[src/rtl/bird_datapath.sv]
// Bird datapath: owns the bird y position, reports ceiling/floor status to the
// controller and, once per frame tick, erases the sprite, moves the bird and
// redraws it through the VGA adapter pixel port, one pixel per cycle.
module bird_datapath #(
  parameter int         X_POS        = 40,
  parameter int         Y_START      = 60,
  parameter int         Y_MIN        = 8,
  parameter int         Y_GROUND     = 112,
  parameter int         SIZE         = 4,
  parameter int         RISE_STEP    = 2,
  parameter int         FALL_STEP    = 1,
  parameter int         FRAME_CYCLES = 833333,
  parameter logic [2:0] BIRD_COLOUR  = 3'b110,
  parameter logic [2:0] BG_COLOUR    = 3'b000
) (
  input  logic       clk,
  input  logic       resetn,
  input  logic [3:0] state_in,
  input  logic       pipe_hit,
  output logic       flag,
  output logic       touched,
  output logic [6:0] y_out,
  output logic [7:0] vga_x,
  output logic [6:0] vga_y,
  output logic [2:0] vga_colour,
  output logic       vga_plot,
  output logic       busy
);

  localparam int L    = $clog2(SIZE);
  localparam int CNTW = 2 * L + 1;
  localparam int NPIX = SIZE * SIZE;
  localparam int FCW  = (FRAME_CYCLES > 1) ? $clog2(FRAME_CYCLES) : 1;

  typedef enum logic [1:0] {M_START, M_RAISING, M_FALLING, M_STOP} mode_t;
  typedef enum logic [1:0] {S_IDLE, S_ERASE, S_MOVE, S_DRAW} seq_t;

  mode_t            mode;
  seq_t             seq;
  logic [FCW-1:0]   frame_cnt;
  logic             tick;
  logic [CNTW-1:0]  cnt;
  logic [6:0]       y;
  logic [6:0]       y_next;
  logic [7:0]       fall_sum;
  logic [7:0]       pix_x;
  logic [6:0]       pix_y;

  assign tick  = (frame_cnt == FCW'(FRAME_CYCLES - 1));
  assign busy  = (seq != S_IDLE);
  assign y_out = y;
  assign flag  = (y <= 7'(Y_MIN));

  // Raster position of pixel index cnt: py is the high half, px the low half.
  assign pix_x = 8'(X_POS) + {{(8 - L){1'b0}}, cnt[L-1:0]};
  assign pix_y = y + {{(7 - L){1'b0}}, cnt[2*L-1:L]};

  // Fall addition in 8 bits so a step past the floor cannot wrap.
  assign fall_sum = {1'b0, y} + 8'(FALL_STEP);

  // Next y for the MOVE step, chosen by the latched controller mode.
  always_comb begin
    y_next = y;
    case (mode)
      M_START:   y_next = 7'(Y_START);
      M_RAISING: y_next = (y < 7'(Y_MIN + RISE_STEP)) ? 7'(Y_MIN) : y - 7'(RISE_STEP);
      M_FALLING: y_next = (fall_sum > 8'(Y_GROUND)) ? 7'(Y_GROUND) : fall_sum[6:0];
      default:   y_next = y;
    endcase
  end

  // Free-running frame counter; tick marks its last count.
  always_ff @(posedge clk or negedge resetn) begin
    if (!resetn) frame_cnt <= '0;
    else if (tick) frame_cnt <= '0;
    else frame_cnt <= frame_cnt + FCW'(1);
  end

  // Latch movement modes; DRAW/UPDATE/DEL and unknown codes keep the last mode.
  always_ff @(posedge clk or negedge resetn) begin
    if (!resetn) mode <= M_START;
    else if (state_in[3:2] == 2'b00) mode <= mode_t'(state_in[1:0]);
  end

  // Floor contact or pipe collision, one cycle behind.
  always_ff @(posedge clk or negedge resetn) begin
    if (!resetn) touched <= 1'b0;
    else touched <= (y >= 7'(Y_GROUND)) | pipe_hit;
  end

  // Erase / move / draw sequencer with registered pixel outputs.
  always_ff @(posedge clk or negedge resetn) begin
    if (!resetn) begin
      seq        <= S_IDLE;
      cnt        <= '0;
      y          <= 7'(Y_START);
      vga_plot   <= 1'b0;
      vga_x      <= '0;
      vga_y      <= '0;
      vga_colour <= '0;
    end else begin
      case (seq)
        S_IDLE: begin
          vga_plot <= 1'b0;
          if (tick) begin
            seq        <= S_ERASE;
            vga_plot   <= 1'b1;
            vga_x      <= 8'(X_POS);
            vga_y      <= y;
            vga_colour <= BG_COLOUR;
            cnt        <= CNTW'(1);
          end
        end
        S_ERASE: begin
          if (cnt == CNTW'(NPIX)) begin
            seq      <= S_MOVE;
            vga_plot <= 1'b0;
            y        <= y_next;
            cnt      <= '0;
          end else begin
            vga_plot <= 1'b1;
            vga_x    <= pix_x;
            vga_y    <= pix_y;
            cnt      <= cnt + CNTW'(1);
          end
        end
        S_MOVE: begin
          // y already holds the new position, so the first draw pixel uses it.
          seq        <= S_DRAW;
          vga_plot   <= 1'b1;
          vga_x      <= 8'(X_POS);
          vga_y      <= y;
          vga_colour <= BIRD_COLOUR;
          cnt        <= CNTW'(1);
        end
        default: begin
          if (cnt == CNTW'(NPIX)) begin
            seq      <= S_IDLE;
            vga_plot <= 1'b0;
            cnt      <= '0;
          end else begin
            vga_plot <= 1'b1;
            vga_x    <= pix_x;
            vga_y    <= pix_y;
            cnt      <= cnt + CNTW'(1);
          end
        end
      endcase
    end
  end

endmodule

[config.mk]
export PLATFORM = sky130hd
export DESIGN_NAME = bird_datapath
export DESIGN_NICKNAME = d
export VERILOG_FILES = /design/src/rtl/bird_datapath.sv
export SDC_FILE = /design/constraint.sdc
export NUM_CORES = 1
export LEC_CHECK = 0
export ABC_AREA = 1
export CAP_MARGIN = 5
export CORE_MARGIN = 3
export CORE_UTILIZATION = 60
export CTS_CLUSTER_SIZE = 40
export DETAILED_ROUTE_END_ITERATION = 10
export GPL_TIMING_DRIVEN = 0
export HOLD_SLACK_MARGIN = 0.02
export PLACE_DENSITY = 0.85
export SYNTH_ARGS = -nofsm -noshare
export SYNTH_HDL_FRONTEND = slang
export SYNTH_SLANG_ARGS = --single-unit
[constraint.sdc]
create_clock -name clk -period 3.9 [get_ports clk]
set_input_delay 0.78 -clock clk [delete_from_list [all_inputs] [get_ports clk]]
set_output_delay 0.78 -clock clk [all_outputs]
set_load 0.03 [all_outputs]
Word-level counts from Yosys, hierarchy flattened. Index checks and enable logic that the tools add are counted.

Bits of input ports: 7. Logic and storage cells: 63. Bits in registers: 56.

Order comparisons: 4. Add/sub/neg operators: 6. Bitwise logic cells: 1. Eq/ne operators: 9. Mux-type cells: 22. Reduce and logical (&&, ||, !) cells: 11.

Operators with widths (count): $mux 7 (4); $pmux 7 s3 (1); $add 20x1->20 const B (1); $eq 20x20->1 const B (1); $mux 20 (1); $mux 8 (2); $pmux 8 s2 (1); $pmux 7 s2 (1); $mux 5 (2); $pmux 5 s2 (1); $add 7x1->8 const B (1); $gt 8x7->1 const B (1); $add 6x2->7 const A (1); $add 7x2->7 (1); $ge 7x7->1 const B (1); $le 7x4->1 const B (1); $lt 7x4->1 const B (1); $sub 7x2->7 const B (1); $logic_not 2->1 (3); $mux 2 (3); $pmux 2 s3 (1); $pmux 3 s2 (1); $reduce_and 3->1 (2); $reduce_bool 3->1 (2); 12 further kinds (18).

Longest topological paths before layout.
Depth in word-level cells: 4. Mapped depth: 11.

Worst setup path after synthesis. No wires, ideal clock.

Kind: reg2out. From: register y[1] (netlist: y_out[1]). To: output flag. Slack: 1.755 ns. Data arrival time: 1.365 ns. Buffers on the path: 0. Stages on the path, launching flop included: 5. Required time: 3.120 ns. Cell sequence: dfrtp_1 > inv_1 > ha_1 > a21oi_1 > nor2_1.

Longest elaborated chain between the ends: 1.

RTL lines: start, declared (line 43) `logic [6:0] y;`; start signal, assigned (line 96) `y <= 7'(Y_START);`; start signal, assigned (line 118) `y <= y_next;`; $le 7x4->1 (line 52) `assign flag = (y <= 7'(Y_MIN));`; end, declared (line 20) `output logic flag,`.

No other way between the ends.

Worst setup path in the final report. Ends and elaborated chain as after synthesis.

==> metrics.yaml <==
setup_path:
  r2r_slack_ns: 1.81
  crit_slowest_cell: "clkdlybuf4s50_1"
  critical_path_buf_inv_count: 2
  crit_family: "buffers and inverters"
  critPathLaunchType: "flip-flop"
  cpPeakStageDelay_ns: 0.59
  worstPathCellList: "inv_1 > ha_1 > a21oi_1 > nor2_1 > clkdlybuf4s50_1"
  cp.arrival_ns: 2.08
  critical_path_class: "reg2out"
  crit_fanout: 9
  worst_setup_path_end_kind: "output port"
  worstPathRequired_ns: 3.12
cts:
  cts-resized-gates: 0
  cts_root_buffer: "clkbuf_8"
  cts_setup_buffers: 0
  cts-buffers-inserted: 5
  cts_tree: "built"
  clkSinkCount: 49
  cts_buffer_depth: 2
  h-tree-depth: 2
  clk_pin_slew_ns: 0.10
  hold_buffers: 0
  clock_latency_ns: 0.31
place:
  gp_congestion: 0.928
  port_buffers: 30
  post-dp-hpwl_um: 5110
timing:
  worst_pin_slew_ns: 0.511
  fin_crit_sh_pct: 73.3
  hold_violations: 0
  holdWs_ns: 0.424
  setup_violations: 0
  min_period_ns: 2.86
  fmax_ghz: 0.350
  slew-limit-headroom_pct: 65.6
  finalClockSkew_ns: 0.0102
  slew_violations: 0
  rsz0062_at_grt: "no"
  setup-tns-final_ns: 0
worst_hold_path:
  hold_path.class: "in2async"
floorplanning:
  num_rows: 25
  die_height_um: 77.4
  boundaryPins: 36
  start_util_pct: 63.5
  fp.dieArea_mm2: 0.00599
  die_width_um: 77.4
  core_area_mm2: 0.00482
power_and_ir_drop:
  p_leak_nw: 1.84
  power_density_mw_per_mm2: 263
  ir_worst_vdd_mv: 0.230
status:
  status: "finished, final reports clean"
final_layout:
  area_growth_pct: 17.4
  antenna_cells: 0
  drive_gt1_share_pct: 9.38
  nNetsFinal: 461
synth:
  synth_cell_types: 41
  synth_simple_gate_area_share_pct: 30.2
  synth_compound_gate_area_share_pct: 7.90
  ys_seq_elements: 49
  syn_area_mm2: 0.00306
  synthMuxAreaShare_pct: 0
  yosysSeqAreaShare_pct: 40.3
  synth.avg_cell_area_um2: 7.76
  synth_warnings: 0
  synth-xor-area-share_pct: 4.01
  synthAdderAreaFrac_pct: 7.61
  synth_ff_type: "dfrtp_1"
  syn_inst: 394
  synth_top_family_by_area: "simple AND/OR/NAND/NOR gates"
  synth-edff-count: 0
  synth-async-reset-ratio_pct: 100
global_routing:
  antenna_found_initial: 0
  grt_pass1_wl_um: 11700
  grt_max_degree: 30
  first_global_vias: 2565
  grtUsageTotal_pct: 23.8
  overflow: 0
routing:
  drcViolationCount: 0
  vias_per_cell: 5.48
  first_iter_violations: 257
  first_pass_iters: 5
  wl_per_cell_um: 13.4
  wl_um: 6740
  drtAntennaViolNets: 0
  vias: 2763
run:
  maxCapViolations: 0
## through the flow
| stage | total power [mW] | utilization (%) | setup WS [ns] | std cells | area, um2 |
|---|---|---|---|---|---|
| after floorplan | 0.547 | - | 1.76 | 398 | 3070 |
| after global placement | 0.569 | 71.8 | 0.644 | 495 | 3460 |
| after detailed placement | 0.571 | 72.1 | 1.40 | 496 | 3470 |
| after CTS | 0.949 | 74.5 | 1.05 | 504 | 3590 |
| after global routing | 0.977 | 74.5 | 0.948 | 504 | 3590 |
| final | 0.943 | 74.5 | 1.04 | 504 | 3590 |
## sequential cells by signal, indices dropped and copies added, names as in the netlist
register    cells
y_out           7
touched         1
mode            2
cnt             5
vga_plot        1
vga_x           3
seq             2
vga_colour      1
vga_y           7
frame_cnt      20
## kinds of logic after synthesis
group,count (synthesis)
adders and majority gates,18
xor gates and xnor gates,14
AOI/OAI and AO/OA,43
buffers and inverters,70
other,1
and+or+nand+nor,199
DFF,49
## cell usage in the layout (no fill, tap or decap), types with 2 or more instances in the layout
master	count
nand2_2	3
nor4_1	4
or2_1	2
or2_2	2
nand3_1	36
a31oi_1	3
inv_2	2
dfrtp_1	45
inv_1	56
xor2_1	14
a21oi_1	9
nand3b_1	4
buf_4	8
clkbuf_8	5
ha_1	17
nand4_1	6
nor3_1	8
o21ai_2	2
nor2_1	30
o21ai_0	22
o22ai_1	2
conb_1	5
nor2_4	2
dfstp_2	4
clkdlybuf4s50_1	29
nand2_1	95
## synth_stat cells, types with 3 or more instances
library cell / number / area [um2]
nand2_2: 3 / 18.8
nor4_1: 4 / 25.0
a31oi_1: 3 / 18.8
dfrtp_1: 45 / 1130
nand2_1: 95 / 357
inv_1: 56 / 210
o21ai_0: 22 / 110
nand3_1: 36 / 180
buf_4: 8 / 60.1
ha_1: 17 / 213
nand4_1: 6 / 37.5
a21oi_1: 9 / 45.0
nor2_1: 30 / 113
nand3b_1: 4 / 30.0
xor2_1: 14 / 123
nor3_1: 8 / 40.0
dfstp_2: 4 / 105
## worst reg2reg max path, stage by stage (launching register included)
cell and delay, ns:
dfrtp_1 0.56, inv_1 0.20, fa_1 0.46, or2_4 0.28, nor2_4 0.11, nand2_2 0.06, xor2_1 0.14, clkinv_1 0.08
nand2_1 0.06, nand2_1 0.05
## power by group
group / switching (mW) / internal, mW / leakage (nW)
registers: 0.00231 / 0.511 / 0.650
logic: 0.0308 / 0.0173 / 1.13
clock network: 0.185 / 0.197 / 0.0603
total: 0.218 / 0.725 / 1.84
## area by class of cell
cell class / instances / area (um2)
inverters: 60 / 228
fillers: 389 / 1230
well taps: 67 / 83.8
multi-input cells: 279 / 1540
flip-flops and latches: 49 / 1230
clock buffers: 5 / 68.8
clock inverters: 3 / 50.0
plain buffers: 10 / 75.1
repair buffers: 31 / 315
## metal layers
| metal | routed length [um] | GRT usage (%) | vias to the layer above |
|---|---|---|---|
| li1 | - | - | 1345 |
| met1 | 3240 | 33.4 | 1327 |
| met2 | 3110 | 38.4 | 87 |
| met3 | 326 | 3.71 | 4 |
| met4 | 61 | 6.76 | 0 |
| met5 | 0 | 0 | - |
## path summary, 6_finish.rpt
path,startpoint,end,cells after the start
setup / recovery,y_out[1],flag,5
setup reg to reg,y_out[1],vga_y[6],9
max in group asynchronous,resetn,y_out[3],2
hold reg to reg,frame_cnt[0],frame_cnt[0],1
hold / removal,resetn,frame_cnt[18],1
min in group clk,frame_cnt[0],frame_cnt[0],1
(Power assumes the default switching activity.)
